**config.mk**
```make
export PLATFORM = sky130hd
export DESIGN_NAME = blocpu_loader
export DESIGN_NICKNAME = d
export VERILOG_FILES = /design/src/rtl/blocpu_pkg.sv /design/src/rtl/blocpu_run_watchdog.sv /design/src/rtl/blocpu_loader.sv
export SDC_FILE = /design/constraint.sdc
export NUM_CORES = 1
export LEC_CHECK = 0
export ABC_AREA = 1
export BUFFER_PORTS_ARGS = -buffer_cell sky130_fd_sc_hd__buf_2
export CAP_MARGIN = 0
export CORE_MARGIN = 5
export CORE_UTILIZATION = 50
export DETAILED_ROUTE_END_ITERATION = 7
export PLACE_DENSITY = 0.81
export SLEW_MARGIN = 20
export SYNTH_ARGS = -nofsm -noshare
export SYNTH_HDL_FRONTEND = slang
export SYNTH_SLANG_ARGS = --single-unit
```
**constraint.sdc**
```tcl
create_clock -name clock -period 2.05 [get_ports clock]
set_input_delay 0.3075 -clock clock [delete_from_list [all_inputs] [get_ports clock]]
set_output_delay 0.3075 -clock clock [all_outputs]
set_load 0.02 [all_outputs]
```
**src/rtl/blocpu_pkg.sv**
```systemverilog
// Shared definitions for the blocpu program loader.
//   state_t      : loader sequencer states
//   err_code_t   : values reported on out_error_code
//   HEADER_BYTES : length header size at the start of a program stream
package blocpu_pkg;

  typedef enum logic [3:0] {
    ST_IDLE,
    ST_LEN_HI,
    ST_LEN_LO,
    ST_INST_HI,
    ST_INST_LO,
    ST_WR_SETUP,
    ST_WR_STROBE,
    ST_CORE_RESET,
    ST_CORE_START,
    ST_RUN,
    ST_DONE,
    ST_ERROR
  } state_t;

  typedef enum logic [1:0] {
    ERR_NONE     = 2'd0,
    ERR_BAD_HIGH = 2'd1,
    ERR_LENGTH   = 2'd2,
    ERR_TIMEOUT  = 2'd3
  } err_code_t;

  localparam int unsigned HEADER_BYTES = 2;

endpackage

```
**src/rtl/blocpu_run_watchdog.sv**
```systemverilog
// Run watchdog: loadable down-counter with enable, clear and expiry pulse.
//   clock, in_reset : clock, asynchronous active-high reset
//   clear           : force the count to zero
//   load            : preload TIMEOUT_CYCLES
//   enable          : count down one per cycle while nonzero
//   expired         : high in the enabled cycle whose edge reaches zero
// TIMEOUT_CYCLES = 0 disables the watchdog (expired never asserts).
module blocpu_run_watchdog #(
  parameter int unsigned TIMEOUT_CYCLES = 0
) (
  input  logic clock,
  input  logic in_reset,
  input  logic clear,
  input  logic load,
  input  logic enable,
  output logic expired
);

  localparam int unsigned CW = (TIMEOUT_CYCLES > 1) ? $clog2(TIMEOUT_CYCLES + 1) : 1;

  logic [CW-1:0] count_q;

  always_ff @(posedge clock or posedge in_reset) begin
    if (in_reset) begin
      count_q <= '0;
    end else if (clear) begin
      count_q <= '0;
    end else if (load) begin
      count_q <= CW'(TIMEOUT_CYCLES);
    end else if (enable && (count_q != '0)) begin
      count_q <= count_q - CW'(1);
    end
  end

  assign expired = (TIMEOUT_CYCLES != 0) && enable && (count_q == CW'(1));

endmodule

```
**src/rtl/blocpu_loader.sv**
```systemverilog
// Program loader and run sequencer for the blocpu core.
// Receives a length-prefixed program over a byte valid/ready link, writes each
// instruction into the core's instruction memory, pulses the core reset,
// starts the core and waits for it to halt (or for the watchdog to expire).
//   in_start                      : begin a load (honoured in IDLE/DONE/ERROR)
//   in_byte / in_byte_valid       : stream byte and its valid
//   out_byte_ready                : byte accepted this cycle when valid
//   out_instruction(_address)     : write data / address to the core
//   out_instruction_write         : write strobe to the core
//   out_core_reset / _running     : core reset and run controls
//   in_core_running               : core status
//   out_busy / out_done / out_error / out_error_code : loader status
module blocpu_loader
  import blocpu_pkg::*;
#(
  parameter int unsigned INSTRUCTION_WIDTH = 12,
  parameter int unsigned ADDRESS_WIDTH     = 16,
  parameter int unsigned RESET_CYCLES      = 2,
  parameter int unsigned TIMEOUT_CYCLES    = 0
) (
  input  logic                         clock,
  input  logic                         in_reset,
  input  logic                         in_start,
  input  logic [7:0]                   in_byte,
  input  logic                         in_byte_valid,
  output logic                         out_byte_ready,
  output logic [INSTRUCTION_WIDTH-1:0] out_instruction,
  output logic [ADDRESS_WIDTH-1:0]     out_instruction_address,
  output logic                         out_instruction_write,
  output logic                         out_core_reset,
  output logic                         out_core_running,
  input  logic                         in_core_running,
  output logic                         out_busy,
  output logic                         out_done,
  output logic                         out_error,
  output logic [1:0]                   out_error_code
);

  localparam int unsigned LEN_W = ADDRESS_WIDTH + 1;
  localparam int unsigned RST_W = (RESET_CYCLES > 1) ? $clog2(RESET_CYCLES) : 1;
  // High-byte bits above instr[INSTRUCTION_WIDTH-1:8] must be zero.
  localparam logic [7:0] HI_MASK = 8'hFF << (INSTRUCTION_WIDTH - 8);

  state_t                       state_q, state_d;
  err_code_t                    err_d, code_q;
  logic                         accept;
  logic [15:0]                  len_word;
  logic                         len_overflow;
  logic [7:0]                   len_hi_q;
  logic [7:0]                   inst_hi_q;
  logic [LEN_W-1:0]             rem_q;
  logic [ADDRESS_WIDTH-1:0]     addr_q;
  logic [INSTRUCTION_WIDTH-1:0] instr_q;
  logic [RST_W-1:0]             rst_cnt_q;
  logic                         seen_high_q;
  logic                         done_q, error_q;
  logic                         enter_len_hi, enter_done, enter_error, enter_core_reset;
  logic                         wd_clear, wd_load, wd_enable, wd_expired;

  assign out_byte_ready = state_q inside {ST_LEN_HI, ST_LEN_LO, ST_INST_HI, ST_INST_LO};
  assign accept         = in_byte_valid && out_byte_ready;
  assign len_word       = {len_hi_q, in_byte};
  assign len_overflow   = {17'b0, len_word} > (33'd1 << ADDRESS_WIDTH);

  always_comb begin
    state_d               = state_q;
    err_d                 = ERR_NONE;
    out_instruction_write = 1'b0;
    out_core_reset        = 1'b0;
    out_core_running      = 1'b0;
    out_busy              = 1'b1;
    unique case (state_q)
      ST_IDLE, ST_DONE, ST_ERROR: begin
        out_busy = 1'b0;
        if (in_start) state_d = ST_LEN_HI;
      end
      ST_LEN_HI: if (accept) state_d = ST_LEN_LO;
      ST_LEN_LO: begin
        if (accept) begin
          if (len_overflow) begin
            state_d = ST_ERROR;
            err_d   = ERR_LENGTH;
          end else if (len_word == 16'd0) begin
            state_d = ST_CORE_RESET;
          end else begin
            state_d = ST_INST_HI;
          end
        end
      end
      ST_INST_HI: begin
        if (accept) begin
          if (|(in_byte & HI_MASK)) begin
            state_d = ST_ERROR;
            err_d   = ERR_BAD_HIGH;
          end else begin
            state_d = ST_INST_LO;
          end
        end
      end
      ST_INST_LO:  if (accept) state_d = ST_WR_SETUP;
      ST_WR_SETUP: state_d = ST_WR_STROBE;
      ST_WR_STROBE: begin
        out_instruction_write = 1'b1;
        state_d = (rem_q == LEN_W'(1)) ? ST_CORE_RESET : ST_INST_HI;
      end
      ST_CORE_RESET: begin
        out_core_reset = 1'b1;
        if (rst_cnt_q == '0) state_d = ST_CORE_START;
      end
      ST_CORE_START: begin
        out_core_running = 1'b1;
        if (wd_expired) begin
          state_d = ST_ERROR;
          err_d   = ERR_TIMEOUT;
        end else begin
          state_d = ST_RUN;
        end
      end
      ST_RUN: begin
        out_core_running = 1'b1;
        if (seen_high_q && !in_core_running) begin
          state_d = ST_DONE;
        end else if (wd_expired) begin
          state_d = ST_ERROR;
          err_d   = ERR_TIMEOUT;
        end
      end
      default: state_d = ST_IDLE;
    endcase
  end

  assign enter_len_hi     = (state_d == ST_LEN_HI)     && (state_q != ST_LEN_HI);
  assign enter_done       = (state_d == ST_DONE)       && (state_q != ST_DONE);
  assign enter_error      = (state_d == ST_ERROR)      && (state_q != ST_ERROR);
  assign enter_core_reset = (state_d == ST_CORE_RESET) && (state_q != ST_CORE_RESET);

  always_ff @(posedge clock or posedge in_reset) begin
    if (in_reset) begin
      state_q     <= ST_IDLE;
      len_hi_q    <= '0;
      inst_hi_q   <= '0;
      rem_q       <= '0;
      addr_q      <= '0;
      instr_q     <= '0;
      rst_cnt_q   <= '0;
      seen_high_q <= 1'b0;
      done_q      <= 1'b0;
      error_q     <= 1'b0;
      code_q      <= ERR_NONE;
    end else begin
      state_q <= state_d;

      if ((state_q == ST_LEN_HI) && accept) len_hi_q <= in_byte;

      // Remaining-instruction count; one wider than the address so that a
      // full 2^ADDRESS_WIDTH program is representable.
      if ((state_q == ST_LEN_LO) && accept) begin
        rem_q <= LEN_W'(len_word);
      end else if (state_q == ST_WR_STROBE) begin
        rem_q <= rem_q - LEN_W'(1);
      end

      if (enter_len_hi) begin
        addr_q <= '0;
      end else if (state_q == ST_WR_STROBE) begin
        addr_q <= addr_q + ADDRESS_WIDTH'(1);
      end

      if ((state_q == ST_INST_HI) && accept) inst_hi_q <= in_byte;
      if ((state_q == ST_INST_LO) && accept) instr_q <= INSTRUCTION_WIDTH'({inst_hi_q, in_byte});

      if (enter_core_reset) begin
        rst_cnt_q <= RST_W'(RESET_CYCLES - 1);
      end else if ((state_q == ST_CORE_RESET) && (rst_cnt_q != '0)) begin
        rst_cnt_q <= rst_cnt_q - RST_W'(1);
      end

      // Halt is a fall of the core status after it was seen high while running.
      if (state_q == ST_RUN) begin
        seen_high_q <= seen_high_q | in_core_running;
      end else begin
        seen_high_q <= 1'b0;
      end

      if (enter_len_hi) begin
        done_q  <= 1'b0;
        error_q <= 1'b0;
        code_q  <= ERR_NONE;
      end else begin
        if (enter_done) done_q <= 1'b1;
        if (enter_error) begin
          error_q <= 1'b1;
          code_q  <= err_d;
        end
      end
    end
  end

  // Watchdog preloads during the core reset pulse and counts from CORE_START.
  assign wd_clear  = !out_busy;
  assign wd_load   = (state_q == ST_CORE_RESET);
  assign wd_enable = (state_q == ST_CORE_START) || (state_q == ST_RUN);

  blocpu_run_watchdog #(
    .TIMEOUT_CYCLES(TIMEOUT_CYCLES)
  ) u_watchdog (
    .clock   (clock),
    .in_reset(in_reset),
    .clear   (wd_clear),
    .load    (wd_load),
    .enable  (wd_enable),
    .expired (wd_expired)
  );

  assign out_instruction         = instr_q;
  assign out_instruction_address = addr_q;
  assign out_done                = done_q;
  assign out_error               = error_q;
  assign out_error_code          = code_q;

endmodule

```
Word level (Yosys, flattened, before mapping):

Index checks and enable logic that the tools add are counted.

* register bits: 67
* input port bits: 13
* output and inout bits: 37

* add/subtract/negate cells: 3
* equal/unequal tests: 20
* mux-type cells: 31
* bitwise gates (word level): 1
* reductions and logical operators: 23

Operator list (number)
* case mux 4 bit (10 select lines): 1
* 2-to-1 mux 17 bit: 2
* 2-to-1 mux 16 bit: 2
* 2-to-1 mux 4 bit: 8
* equality test 4 bit, second input constant: 6
* equality test 4 x 3 -> 1 bit, second input constant: 5
* equality test 17 x 1 -> 1 bit, second input constant: 1
* subtractor 17 x 1 -> 17 bit, second input constant: 1
* adder 16 x 1 -> 16 bit, second input constant: 1
* logical NOT 16 bit: 1
* 2-to-1 mux 1 bit: 14
* logical AND 1 bit: 11
* nonzero test 2 bit: 5
* equality test 4 x 1 -> 1 bit, second input constant: 2
* equality test 4 x 2 -> 1 bit, second input constant: 2
* inequality test 4 bit, second input constant: 2
* 2-to-1 mux 3 bit: 2
* logical NOT 4 bit: 1
* 2-to-1 mux 2 bit: 2
* inequality test 4 x 1 -> 1 bit, second input constant: 1
* inequality test 4 x 3 -> 1 bit, second input constant: 1
* nonzero test 4 bit: 1
* OR reduction 4 bit: 1
* OR reduction 3 bit: 1
* 4 further kinds: 4

Longest topological paths before layout:

Gate-level depths: netlist (run 1).

* word-level depth: 9
* depth in mapped cells: 14
* mapped depth without buffers: 13

By module:

Synthesis (run 1) repeated with hierarchy kept, for this count alone.

* cell total of the unflattened synthesis: 440
* area, all modules: 3498.4 sq um

By module, submodules not included
* blocpu_loader: instances 1, cells each 438, area each 3487.1 sq um
* blocpu_run_watchdog: instances 1, cells each 2, area each 11.3 sq um

Worst setup path after synthesis (run 1):

Ideal clock, no wire load.

* kind: reg2reg
* start point: register state_q[1]
* end point: register addr_q[4] (netlist: out_instruction_address[4])
* data arrival time: 1.690 ns
* data required time: 1.937 ns
* path slack: 0.247 ns
* cell stages (with the launch flop): 13
* path buffers: 2
* period minus slack after synthesis: 1.803 ns
* cell sequence: dfrtp_1 > buf_2 > nor3_2 > nand2_1 > nand2_1 > nor2_1 > nand2_1 > inv_1 > nand2_2 > nand3_4 > buf_6 > nand2_1 > inv_1

* word-level cells in the longest chain between the ends: 8
* elaborated cells on any way between the ends: 28

Ends and longest elaborated chain
* from (decl): line blocpu_loader.sv:44 `state_t state_q, state_d;`
* from (signal assigned): line blocpu_loader.sv:151 `state_q <= state_d;`
* equality test 4 x 1 -> 1 bit (tied with other cells): line blocpu_loader.sv:60, blocpu_loader.sv:72
* nonzero test 4 bit: line blocpu_loader.sv:60 `assign out_byte_ready = state_q inside {ST_LEN_HI, ST_LEN_LO, ST_INST_HI, ST_INST_LO};`
* logical AND 1 bit: line blocpu_loader.sv:61 `assign accept = in_byte_valid && out_byte_ready;`
* 2-to-1 mux 4 bit (on tied branches)
* case mux 4 bit (10 select lines) (*): line blocpu_loader.sv:72 `unique case (state_q)`
* via state_d[0]: line blocpu_loader.sv:44
* equality test 4 x 1 -> 1 bit (*): line blocpu_loader.sv:132 `assign enter_len_hi = (state_d == ST_LEN_HI) && (state_q != ST_LEN_HI);`
* logical AND 1 bit (*): line blocpu_loader.sv:132
* 2-to-1 mux 16 bit or nonzero test 2 bit (tied branches)
* to (signal assigned): line blocpu_loader.sv:166 `addr_q <= addr_q + ADDRESS_WIDTH'(1);`
* to (decl): line blocpu_loader.sv:52 `logic [ADDRESS_WIDTH-1:0] addr_q;`

Mark *: on every way through the listed nets, which the timed path passes. The rest lies on a longest branch.
A chain may end at the register's enable or synchronous reset.

Worst setup path after layout (run 1):

* start point: register state_q[3]
* end point: output port out_instruction_write

* word-level cells in the longest chain between the ends: 2

Ends and longest elaborated chain
* equality test 4 x 3 -> 1 bit: line blocpu_loader.sv:72
* 2-to-1 mux 1 bit: line blocpu_loader.sv:72
* to (decl): line blocpu_loader.sv:29 `output logic out_instruction_write,`

No other way between the ends.

==> metrics.json, run 1 <==
{
  "status": "finished clean",
  "worst-endpoint-required_ns": 1.74,
  "drc_errors": 0,
  "fp.dieArea_um2": 9116,
  "route.vias.total": 3267,
  "netlist_area_um2": 3654,
  "drv_cap": 0,
  "finalWorstPathRequiredPeriod_ns": 1.977,
  "total_switching_power_uw": 2578,
  "cts_inserted_buffers": 9,
  "initial_core_util_pct": 50.92,
  "layout_worst_path_cycle_share_pct": 96.43,
  "layout-drive-gt1-share_pct": 19.31,
  "drtIter0Drc": 238,
  "nNetsFinal": 560,
  "layout.cells.most_common": "sky130_fd_sc_hd__nand2_1",
  "tns_ns": 0,
  "die_width_um": 95.48,
  "cts.root.buffer_cell": "sky130_fd_sc_hd__clkbuf_8",
  "ys.warnings.count": 0,
  "hold_path.startpoint": "in_core_running",
  "ir_worst_vdd_mv": 0.6244,
  "grt_start_max_net_pins": 31,
  "die_h_um": 95.48,
  "gp_routability_congestion": 0.9163,
  "port_buffers": 48,
  "synth-seq-cells": 66,
  "clockPowerShare_pct": 19.5,
  "crit-reg2reg-launch": "state_q[2]$_DFF_PP0_",
  "report.final.setup_viol": 0,
  "detail_route.wirelength_um": 8651,
  "via_per_inst": 5.042,
  "detail_route.wl_per_cell_um": 13.35,
  "swShare_pct": 44.96,
  "gate_count_of_the_mapped_netlist": 485,
  "top_level_ports": 50,
  "internal_power_uw": 3156,
  "clock_tree.buffer_depth": 2,
  "hold_path_class": "primary input to register",
  "synth_nets": 501,
  "grt_antenna_before_repair": 0,
  "final.hold.worst_slack_ns": 0.2408,
  "firstDrtPassIters": 5,
  "overall_routing_resource_usage_pct": 20.58,
  "leakage_uw": 0.002427,
  "area_growth_syn_to_layout_pct": 17.29,
  "cts_htree_levels": 3,
  "setup.worst_path.start": "state_q[3]$_DFF_PP0_",
  "vias_in_the_first_global_route": 3149,
  "combinationalPowerShare_pct": 43.6,
  "clock.fmax_ghz": 0.5058,
  "placed_cells": 630,
  "path_clk_slew_ns": 0.09,
  "coreArea_um2": 7176,
  "worst-setup-path-type": "register to primary output",
  "synth_seq_area_share_pct": 45.21,
  "grt_pass1_wl_um": 14580,
  "critPathLaunchType": "register",
  "final-instance-count-excl-fill": 648,
  "timing_max_transition_violations_final": 0,
  "end_kind": "primary output",
  "flop_pwr_share_pct": 36.9,
  "layout.cells.most_common_list": "130 x sky130_fd_sc_hd__nand2_1, 91 x sky130_fd_sc_hd__inv_1, 63 x sky130_fd_sc_hd__dfrtp_1",
  "clock_sinks": 66,
  "fin_skew_ns": 0.01260,
  "crit_arrival_ns": 1.67,
  "final_hold_viol_count": 0,
  "cts_tree": "done",
  "num_rows": 31,
  "p_per_area_nw_per_um2": 1338,
  "ant_nets": 0,
  "dpl.hpwl_um": 6397,
  "critPathMaxFanout": 11,
  "grt_overflow_total": 0,
  "clkLatencyLatePin_ns": 0.35,
  "synth_cell_types": 34,
  "postSynthAreaPerCell_um2": 7.533,
  "num_antenna_cells": 0
}
## flip-flops by register name, summed over array words and instances, names as in the netlist
| signal | flops |
|---|---|
| state_q | 4 |
| inst_hi_q | 4 |
| out_done | 1 |
| len_hi_q | 8 |
| rem_q | 17 |
| seen_high_q | 1 |
| out_instruction_address | 16 |
| out_error | 1 |
| rst_cnt_q | 1 |
| out_error_code | 1 |
| out_instruction | 12 |
## final timing paths
kind,to,slack [ns],cells past startpoint
setup / recovery,out_instruction_write,0.07,5
hold / removal,seen_high_q$_DFF_PP0_,0.24,3
setup reg to reg,out_instruction_address[9]$_DFFE_PP0P_,0.12,11
hold reg to reg,out_instruction[5]$_DFFE_PP0P_,0.49,2
max in group asynchronous,out_instruction[11]$_DFFE_PP0P_,1.11,4
min in group asynchronous,out_instruction_address[3]$_DFFE_PP0P_,0.44,3
## cell usage after synthesis
| cell type | instances | area share (%) |
|---|---|---|
| sky130_fd_sc_hd__buf_4 | 1 | 0.21 |
| sky130_fd_sc_hd__o22ai_1 | 1 | 0.17 |
| sky130_fd_sc_hd__nand3_2 | 2 | 0.55 |
| sky130_fd_sc_hd__conb_1 | 1 | 0.10 |
| sky130_fd_sc_hd__nand2_2 | 4 | 0.68 |
| sky130_fd_sc_hd__nor2_1 | 46 | 4.7 |
| sky130_fd_sc_hd__xnor2_1 | 2 | 0.48 |
| sky130_fd_sc_hd__nand3_4 | 1 | 0.48 |
| sky130_fd_sc_hd__a21oi_1 | 4 | 0.55 |
| sky130_fd_sc_hd__o21bai_1 | 2 | 0.41 |
| sky130_fd_sc_hd__nand2_1 | 130 | 13 |
| sky130_fd_sc_hd__nand2_4 | 1 | 0.31 |
| sky130_fd_sc_hd__o221ai_1 | 6 | 1.4 |
| sky130_fd_sc_hd__nor3_1 | 2 | 0.27 |
| sky130_fd_sc_hd__o21ai_0 | 30 | 4.1 |
| sky130_fd_sc_hd__nor2_4 | 3 | 0.92 |
| sky130_fd_sc_hd__or2_2 | 2 | 0.34 |
| sky130_fd_sc_hd__clkbuf_1 | 6 | 0.62 |
| sky130_fd_sc_hd__xor2_1 | 15 | 3.6 |
| sky130_fd_sc_hd__o211ai_1 | 7 | 1.4 |
| sky130_fd_sc_hd__dfrtp_1 | 66 | 45 |
| sky130_fd_sc_hd__a21oi_2 | 1 | 0.24 |
| sky130_fd_sc_hd__nand3_1 | 28 | 3.8 |
| sky130_fd_sc_hd__inv_2 | 3 | 0.31 |
| sky130_fd_sc_hd__ha_1 | 3 | 1.0 |
| sky130_fd_sc_hd__mux2_2 | 4 | 1.2 |
| sky130_fd_sc_hd__nor2_2 | 3 | 0.51 |
| sky130_fd_sc_hd__nor4_1 | 2 | 0.34 |
| sky130_fd_sc_hd__buf_6 | 1 | 0.31 |
| sky130_fd_sc_hd__inv_1 | 92 | 9.5 |
| sky130_fd_sc_hd__nor3_2 | 1 | 0.27 |
| sky130_fd_sc_hd__nand4_1 | 11 | 1.9 |
| sky130_fd_sc_hd__buf_2 | 3 | 0.41 |
| sky130_fd_sc_hd__nor3b_1 | 1 | 0.21 |
## cell type report
class | count | area, um^2
clock buffers | 9 | 123.9
well taps | 99 | 123.9
repair buffers | 59 | 341.6
inverters | 95 | 359.1
clock inverters | 7 | 77.57
fillers | 617 | 2890
flip-flops and latches | 66 | 1655
multi-input cells | 313 | 1604
## metrics by stage
stage	total power [uW]	util, %	setup slack (ns)	instance area, um^2
floorplan	3937	-	0.08769	3654
global placement	4484	56.32	0.1256	4041
detailed placement	4565	56.32	0.1328	4041
CTS	5704	59.27	0.01366	4253
global route	6169	59.72	-0.005208	4285
finish	5734	59.72	0.07312	4285
## routing by layer
layer	share of wire [%]	vias to the layer above	wire, um	global-route usage [%]
li1	-	1626	-	-
met1	44	1508	3804	27.25
met5	0	-	0	0
met3	5.6	17	484	3.473
met2	49	116	4205	33.12
met4	1.8	0	157	9.242
## logic make-up after synthesis
group	Yosys count	synth area share [%]
buf+inv	106	11.30
other cells	1	0.1026
xor+xnor	17	4.076
flops	66	45.21
compound gates	51	8.356
mux	4	1.233
simple gates	237	28.70
fa+ha+maj	3	1.028
## power by group through the flow
stage / logic, uW / registers [uW] / clock network (uW)
after floorplan: 1740 / 2200 / 0
after global placement: 2390 / 2100 / 0
after detailed placement: 2450 / 2110 / 0
after CTS: 2480 / 2090 / 1140
after global routing: 2810 / 2170 / 1190
final: 2500 / 2120 / 1120
## critical path: stages (launching register included)
cell and delay, ns:
sky130_fd_sc_hd__dfrtp_2 0.47, sky130_fd_sc_hd__inv_1 0.10, sky130_fd_sc_hd__nand2_1 0.14, sky130_fd_sc_hd__nor2_4 0.24
sky130_fd_sc_hd__buf_6 0.19, sky130_fd_sc_hd__buf_2 0.18
## repair_timing
item / CTS / global route
setup buffers: 0 / 1
gates resized for setup: 0 / 9
hold buffers: 1 / 0
endpoints found under the hold margin: 10 / 0
endpoints found under the setup margin: 0 / 20
No activity file was read; power rests on OpenSTA's default activity.
==> run 2, diff against run 1 <==
--- a/config.mk
+++ b/config.mk
@@ -11,7 +11,8 @@
 export CORE_MARGIN = 5
 export CORE_UTILIZATION = 50
 export DETAILED_ROUTE_END_ITERATION = 7
-export PLACE_DENSITY = 0.81
+export MAX_ROUTING_LAYER = met4
+export PLACE_DENSITY = 0.74
 export SLEW_MARGIN = 20
 export SYNTH_ARGS = -nofsm -noshare
 export SYNTH_HDL_FRONTEND = slang
==> metrics.json, run 2 (same netlist as run 1, synthesis figures left out) <==
{
  "layout.cells.most_common": "sky130_fd_sc_hd__nand2_1",
  "final_core_utilization_pct": 60.17,
  "combinationalPowerShare_pct": 41.5,
  "status": "finished clean",
  "grt_pass1_wl_um": 13740,
  "total_switching_power_uw": 2573,
  "drv_cap": 0,
  "vias_in_the_first_global_route": 2972,
  "clkLatencyLatePin_ns": 0.35,
  "critical_path.slowest_cell": "sky130_fd_sc_hd__dfrtp_1",
  "flop_pwr_share_pct": 35.4,
  "drc_errors": 0,
  "worst-endpoint-required_ns": 1.74,
  "cts_tree": "done",
  "r2r.worst_path.cells": 9,
  "worst-setup-path-type": "register to primary output",
  "hold_buffers": 0,
  "swShare_pct": 43.08,
  "overall_routing_resource_usage_pct": 20.10,
  "die_h_um": 95.48,
  "ant_nets": 0,
  "nNetsFinal": 557,
  "tns_ns": 0,
  "finalWorstPathRequiredPeriod_ns": 1.963,
  "ir_worst_vdd_mv": 0.5876,
  "initial_core_util_pct": 50.92,
  "report.final.setup_viol": 0,
  "fin_skew_ns": 0.009322,
  "top_level_ports": 50,
  "firstDrtPassIters": 5,
  "num_antenna_cells": 0,
  "clock_sinks": 66,
  "end_kind": "primary output",
  "detail_route.wl_per_cell_um": 13.12,
  "hold_path_class": "primary input to async pin",
  "crit-reg2reg-launch": "state_q[0]$_DFF_PP0_",
  "critPathMaxFanout": 11,
  "max_ffs_per_register": 17,
  "grt_antenna_before_repair": 0,
  "p_per_area_nw_per_um2": 1383,
  "clock.fmax_ghz": 0.5094,
  "drtIter0Drc": 189,
  "fp.dieArea_um2": 9116,
  "leakage_uw": 0.002440,
  "clock_tree.buffer_depth": 2,
  "area_growth_syn_to_layout_pct": 18.18,
  "cts_inserted_buffers": 9,
  "layout-drive-gt1-share_pct": 19.23,
  "dpl.hpwl_um": 6016,
  "critical_path.max_stage_delay_ns": 0.46,
  "internal_power_uw": 3400,
  "layout.cells.most_common_list": "130 x sky130_fd_sc_hd__nand2_1, 91 x sky130_fd_sc_hd__inv_1, 64 x sky130_fd_sc_hd__dfrtp_1",
  "cts_htree_levels": 3,
  "port_buffers": 48,
  "detail_route.wirelength_um": 8462,
  "gp_routability_congestion": 0.9060,
  "cts.root.buffer_cell": "sky130_fd_sc_hd__clkbuf_8",
  "route.vias.total": 3178,
  "via_per_inst": 4.927,
  "path_cells": "inv_2, nand2_1, nor2_4, buf_4, buf_2",
  "filler_cells_inserted": 634,
  "path_clk_slew_ns": 0.07,
  "largest-register": "rem_q",
  "grt_start_max_net_pins": 67,
  "timing_max_transition_violations_final": 0,
  "final_hold_viol_count": 0,
  "worst-r2r-setup-slack_ns": 0.12,
  "critPathLaunchType": "register",
  "crit_arrival_ns": 1.66,
  "grt_overflow_total": 0,
  "layout_worst_path_cycle_share_pct": 95.76,
  "setup.worst_path.start": "state_q[0]$_DFF_PP0_",
  "rsz0062_at_grt": "no",
  "num_rows": 31,
  "final.hold.worst_slack_ns": 0.02445,
  "clockPowerShare_pct": 23.1,
  "coreArea_um2": 7176,
  "die_width_um": 95.48
}
[run 2: critical path: cells and delay by family, from the launching register on]
| family | cells | cell delay [ns] |
|---|---|---|
| buffers and inverters | 3 | 0.55 |
| DFF | 1 | 0.46 |
| and+or+nand+nor | 2 | 0.29 |
[run 2: power by group through the flow]
stage	combinational (uW)	clock, uW	sequential, uW
after floorplan	1740	0	2200
final	2480	1380	2110
after global placement	2370	0	2100
after detailed placement	2430	0	2120
after global routing	2780	1460	2170
after CTS	2460	1400	2090
[run 2: worst paths after layout]
path                                                  end
setup / recovery                    out_instruction_write
hold / removal              out_error_code[0]$_DFFE_PP0P_
setup reg to reg                     rem_q[1]$_DFFE_PP0P_
hold reg to reg            out_instruction[0]$_DFFE_PP0P_
max in group asynchronous            state_q[3]$_DFF_PP0_
min in group clock                  seen_high_q$_DFF_PP0_
[run 2: area by class of cell]
type,count,area [um^2],area share [%]
Clock inverter,7,125.1,2.898
Sequential cell,66,1654,38.31
Clock buffer,9,123.9,2.869
Tap cell,99,123.9,2.869
Multi-Input combinational cell,313,1609,37.26
Inverter,95,356.6,8.258
Timing Repair Buffer,56,325.3,7.534
[run 2: repair_timing]
| item | 4_1_cts | 5_1_grt |
|---|---|---|
| setup endpoints to repair | 0 | 21 |
| buffers inserted | 0 | 2 |
| gates resized for setup | 0 | 8 |
[run 2: stage by stage]
stage / cell area, um^2 / total power, uW / worst slack (ns) / cells
after global routing: 4318 / 6411 / 0.008149 / 645
after global placement: 4019 / 4470 / 0.1585 / 627
final: 4318 / 5973 / 0.08682 / 645
after CTS: 4268 / 5950 / 0.03094 / 643
after detailed placement: 4019 / 4549 / 0.1325 / 627
after floorplan: 3654 / 3937 / 0.08769 / 485
[run 2: layer usage]
metal	vias to the layer above	share of wire, %	global-route usage [%]
met5	-	0	-
met4	0	1.3	6.280
met3	14	5.6	4.262
met2	85	47	30.90
met1	1462	46	26.77
li1	1617	-	-
==> run 3, diff against run 2 <==
--- a/config.mk
+++ b/config.mk
@@ -8,11 +8,14 @@
 export ABC_AREA = 1
 export BUFFER_PORTS_ARGS = -buffer_cell sky130_fd_sc_hd__buf_2
 export CAP_MARGIN = 0
+export CELL_PAD_IN_SITES_DETAIL_PLACEMENT = 1
+export CELL_PAD_IN_SITES_GLOBAL_PLACEMENT = 2
 export CORE_MARGIN = 5
-export CORE_UTILIZATION = 50
+export CORE_UTILIZATION = 30
 export DETAILED_ROUTE_END_ITERATION = 7
 export MAX_ROUTING_LAYER = met4
-export PLACE_DENSITY = 0.74
+export PLACE_DENSITY = 0.76
+export RECOVER_POWER = 25
 export SLEW_MARGIN = 20
 export SYNTH_ARGS = -nofsm -noshare
 export SYNTH_HDL_FRONTEND = slang
==> metrics.json, run 3 (same netlist as run 1, synthesis figures left out) <==
{
  "layout.cells.most_common_list": "130 x sky130_fd_sc_hd__nand2_1, 92 x sky130_fd_sc_hd__inv_1, 64 x sky130_fd_sc_hd__dfrtp_1",
  "fp.dieArea_um2": 14490,
  "route.vias.total": 3307,
  "fin_skew_ns": 0.006345,
  "vias_in_the_first_global_route": 3508,
  "p_per_area_nw_per_um2": 1432,
  "final.hold.worst_slack_ns": 0.2507,
  "num_rows": 40,
  "grtUsageMet1_pct": 20.46,
  "via_per_inst": 4.745,
  "clock_sinks": 66,
  "layout_setup_ws_ns": 0.09245,
  "top_level_ports": 50,
  "grt_antenna_before_repair": 0,
  "clock.fmax_ghz": 0.5108,
  "grt_overflow_total": 0,
  "worst-r2r-setup-slack_ns": 0.15,
  "hold_depth": 3,
  "timing_max_transition_violations_final": 67,
  "grt_start_max_net_pins": 67,
  "failed_checks": "max-capacitance violations, max-slew violations",
  "final_hold_viol_count": 0,
  "pre_cts_slack_ns": 0.02509,
  "die_h_um": 120.4,
  "overall_routing_resource_usage_pct": 15.44,
  "crit_arrival_ns": 1.65,
  "die_width_um": 120.4,
  "nNetsFinal": 562,
  "end_kind": "primary output",
  "cp.buffers_inverters": 3,
  "cts_inserted_buffers": 9,
  "worst-endpoint-required_ns": 1.74,
  "cts_tree": "done",
  "firstDrtPassIters": 4,
  "critical_path.max_stage_delay_ns": 0.47,
  "worst-setup-path-type": "register to primary output",
  "port_buffers": 48,
  "critPathMaxFanout": 15,
  "hold_path.startpoint": "in_core_running",
  "r2r-end": "out_instruction_address[1]$_DFFE_PP0P_",
  "leakage_uw": 0.002460,
  "largest-register": "rem_q",
  "dpl.hpwl_um": 7642,
  "area_growth_syn_to_layout_pct": 21.71,
  "num_antenna_cells": 0,
  "cts_htree_levels": 3,
  "ant_nets": 0,
  "ir_worst_vdd_mv": 0.4357,
  "path_delay_family": "buffers and inverters",
  "path_cells": "inv_1, nand2_1, nor2_4, buf_8, buf_2",
  "detail_route.wirelength_um": 10430,
  "detail_route.wl_per_cell_um": 14.97,
  "tns_ns": 0,
  "status": "finished with violations",
  "clkLatencyLatePin_ns": 0.33,
  "gr-max-usage-layer": "met2",
  "filler_cells_inserted": 1510,
  "final_area_um2": 4447,
  "final-seq-area_um2": 1654,
  "layout-drive-gt1-share_pct": 19.09,
  "grt_pass1_wl_um": 17420,
  "critPathLaunchType": "register",
  "layout_worst_path_cycle_share_pct": 95.49,
  "met2_capacity_usage_during_global_routing_pct": 24.59,
  "initial_core_util_pct": 30.54,
  "worstHoldEndpoint": "seen_high_q$_DFF_PP0_",
  "placement.cell_area_um2": 4124,
  "max-slew-margin-rel_pct": -5.120,
  "clock_tree.buffer_depth": 2,
  "hold_path_class": "primary input to register",
  "max_ffs_per_register": 17,
  "timing_worst_slew_pin_value_ns": 1.577,
  "cts.root.buffer_cell": "sky130_fd_sc_hd__clkbuf_16",
  "drv_cap": 1,
  "power.total_uw": 6367,
  "globalRouteMet3Util_pct": 2.245,
  "crit-reg2reg-launch": "state_q[3]$_DFF_PP0_",
  "drtIter0Drc": 100,
  "multi_input_area_um2": 1623,
  "drc_errors": 0,
  "gp_routability_congestion": 0.8704,
  "coreArea_um2": 11960,
  "layout.cells.most_common": "sky130_fd_sc_hd__nand2_1",
  "r2r.worst_path.cells": 11,
  "finalWorstPathRequiredPeriod_ns": 1.958,
  "critical_path.slowest_cell": "sky130_fd_sc_hd__dfrtp_2",
  "path_clk_slew_ns": 0.06,
  "report.final.setup_viol": 0,
  "hold_buffers": 0
}
==> run 3: cell types whose count changed in the layout (fill, tap and decap cells not counted), sizes merged <==
cell	before	now
buf	56	60
clkinvlp	0	4
bufinv	3	1
inv	97	95
clkinv	2	1
nand3	31	32
==> run 3: per-layer routing <==
metal | wire length (um) | vias up
met4 | 151 | 0
li1 | - | 1640
met5 | 0 | -
met3 | 256 | 11
met1 | 5111 | 1615
met2 | 4914 | 41
==> run 3: what timing repair did <==
item	in CTS	in global routing
gates resized for setup	0	9
setup endpoints to repair	0	23
buffers inserted	0	0
==> run 3: how the worst max path moves through the flow <==
stage                               startpoint                                 endpoint  slack, ns  depth (start not counted)
final                     state_q[3]$_DFF_PP0_                    out_instruction_write       0.09                          5
after global routing      state_q[3]$_DFF_PP0_   out_instruction_address[1]$_DFFE_PP0P_      -0.02                         11
after floorplan                       in_reset                 inst_hi_q[0]$_DFFE_PP0P_       0.09                          1
after global placement    state_q[3]$_DFF_PP0_  out_instruction_address[15]$_DFFE_PP0P_      0.003                         10
after CTS                 state_q[3]$_DFF_PP0_   out_instruction_address[1]$_DFFE_PP0P_      0.006                         10
after detailed placement  state_q[3]$_DFF_PP0_   out_instruction_address[3]$_DFFE_PP0P_       0.03                         10
==> run 3: worst register-to-register path: cells and delay by family, from the launching register on <==
family | cells | cell delay, ns
buffers and inverters | 3 | 0.31
AND/OR/NAND/NOR | 8 | 1.04
flip-flops | 1 | 0.45
==> run 3: cell type report <==
type | instances | share of cell area, %
tap | 147 | 4.136
multi-input combinational | 314 | 36.49
clock inverter | 6 | 1.548
inverter | 95 | 8.019
sequential | 66 | 37.20
clock buffer | 9 | 5.065
timing repair buffer | 60 | 7.541
==> run 3: through the flow <==
step	util, %	instances
2_1_floorplan	-	485
3_3_place_gp	34.48	681
3_5_place_dp	34.48	681
4_1_cts	36.94	696
5_1_grt	37.18	697
6_report	37.18	697
==> run 3: power breakdown <==
group,switching [uW],internal [uW]
Combinational,1820,896
Clock,602,936
Sequential,365,1750
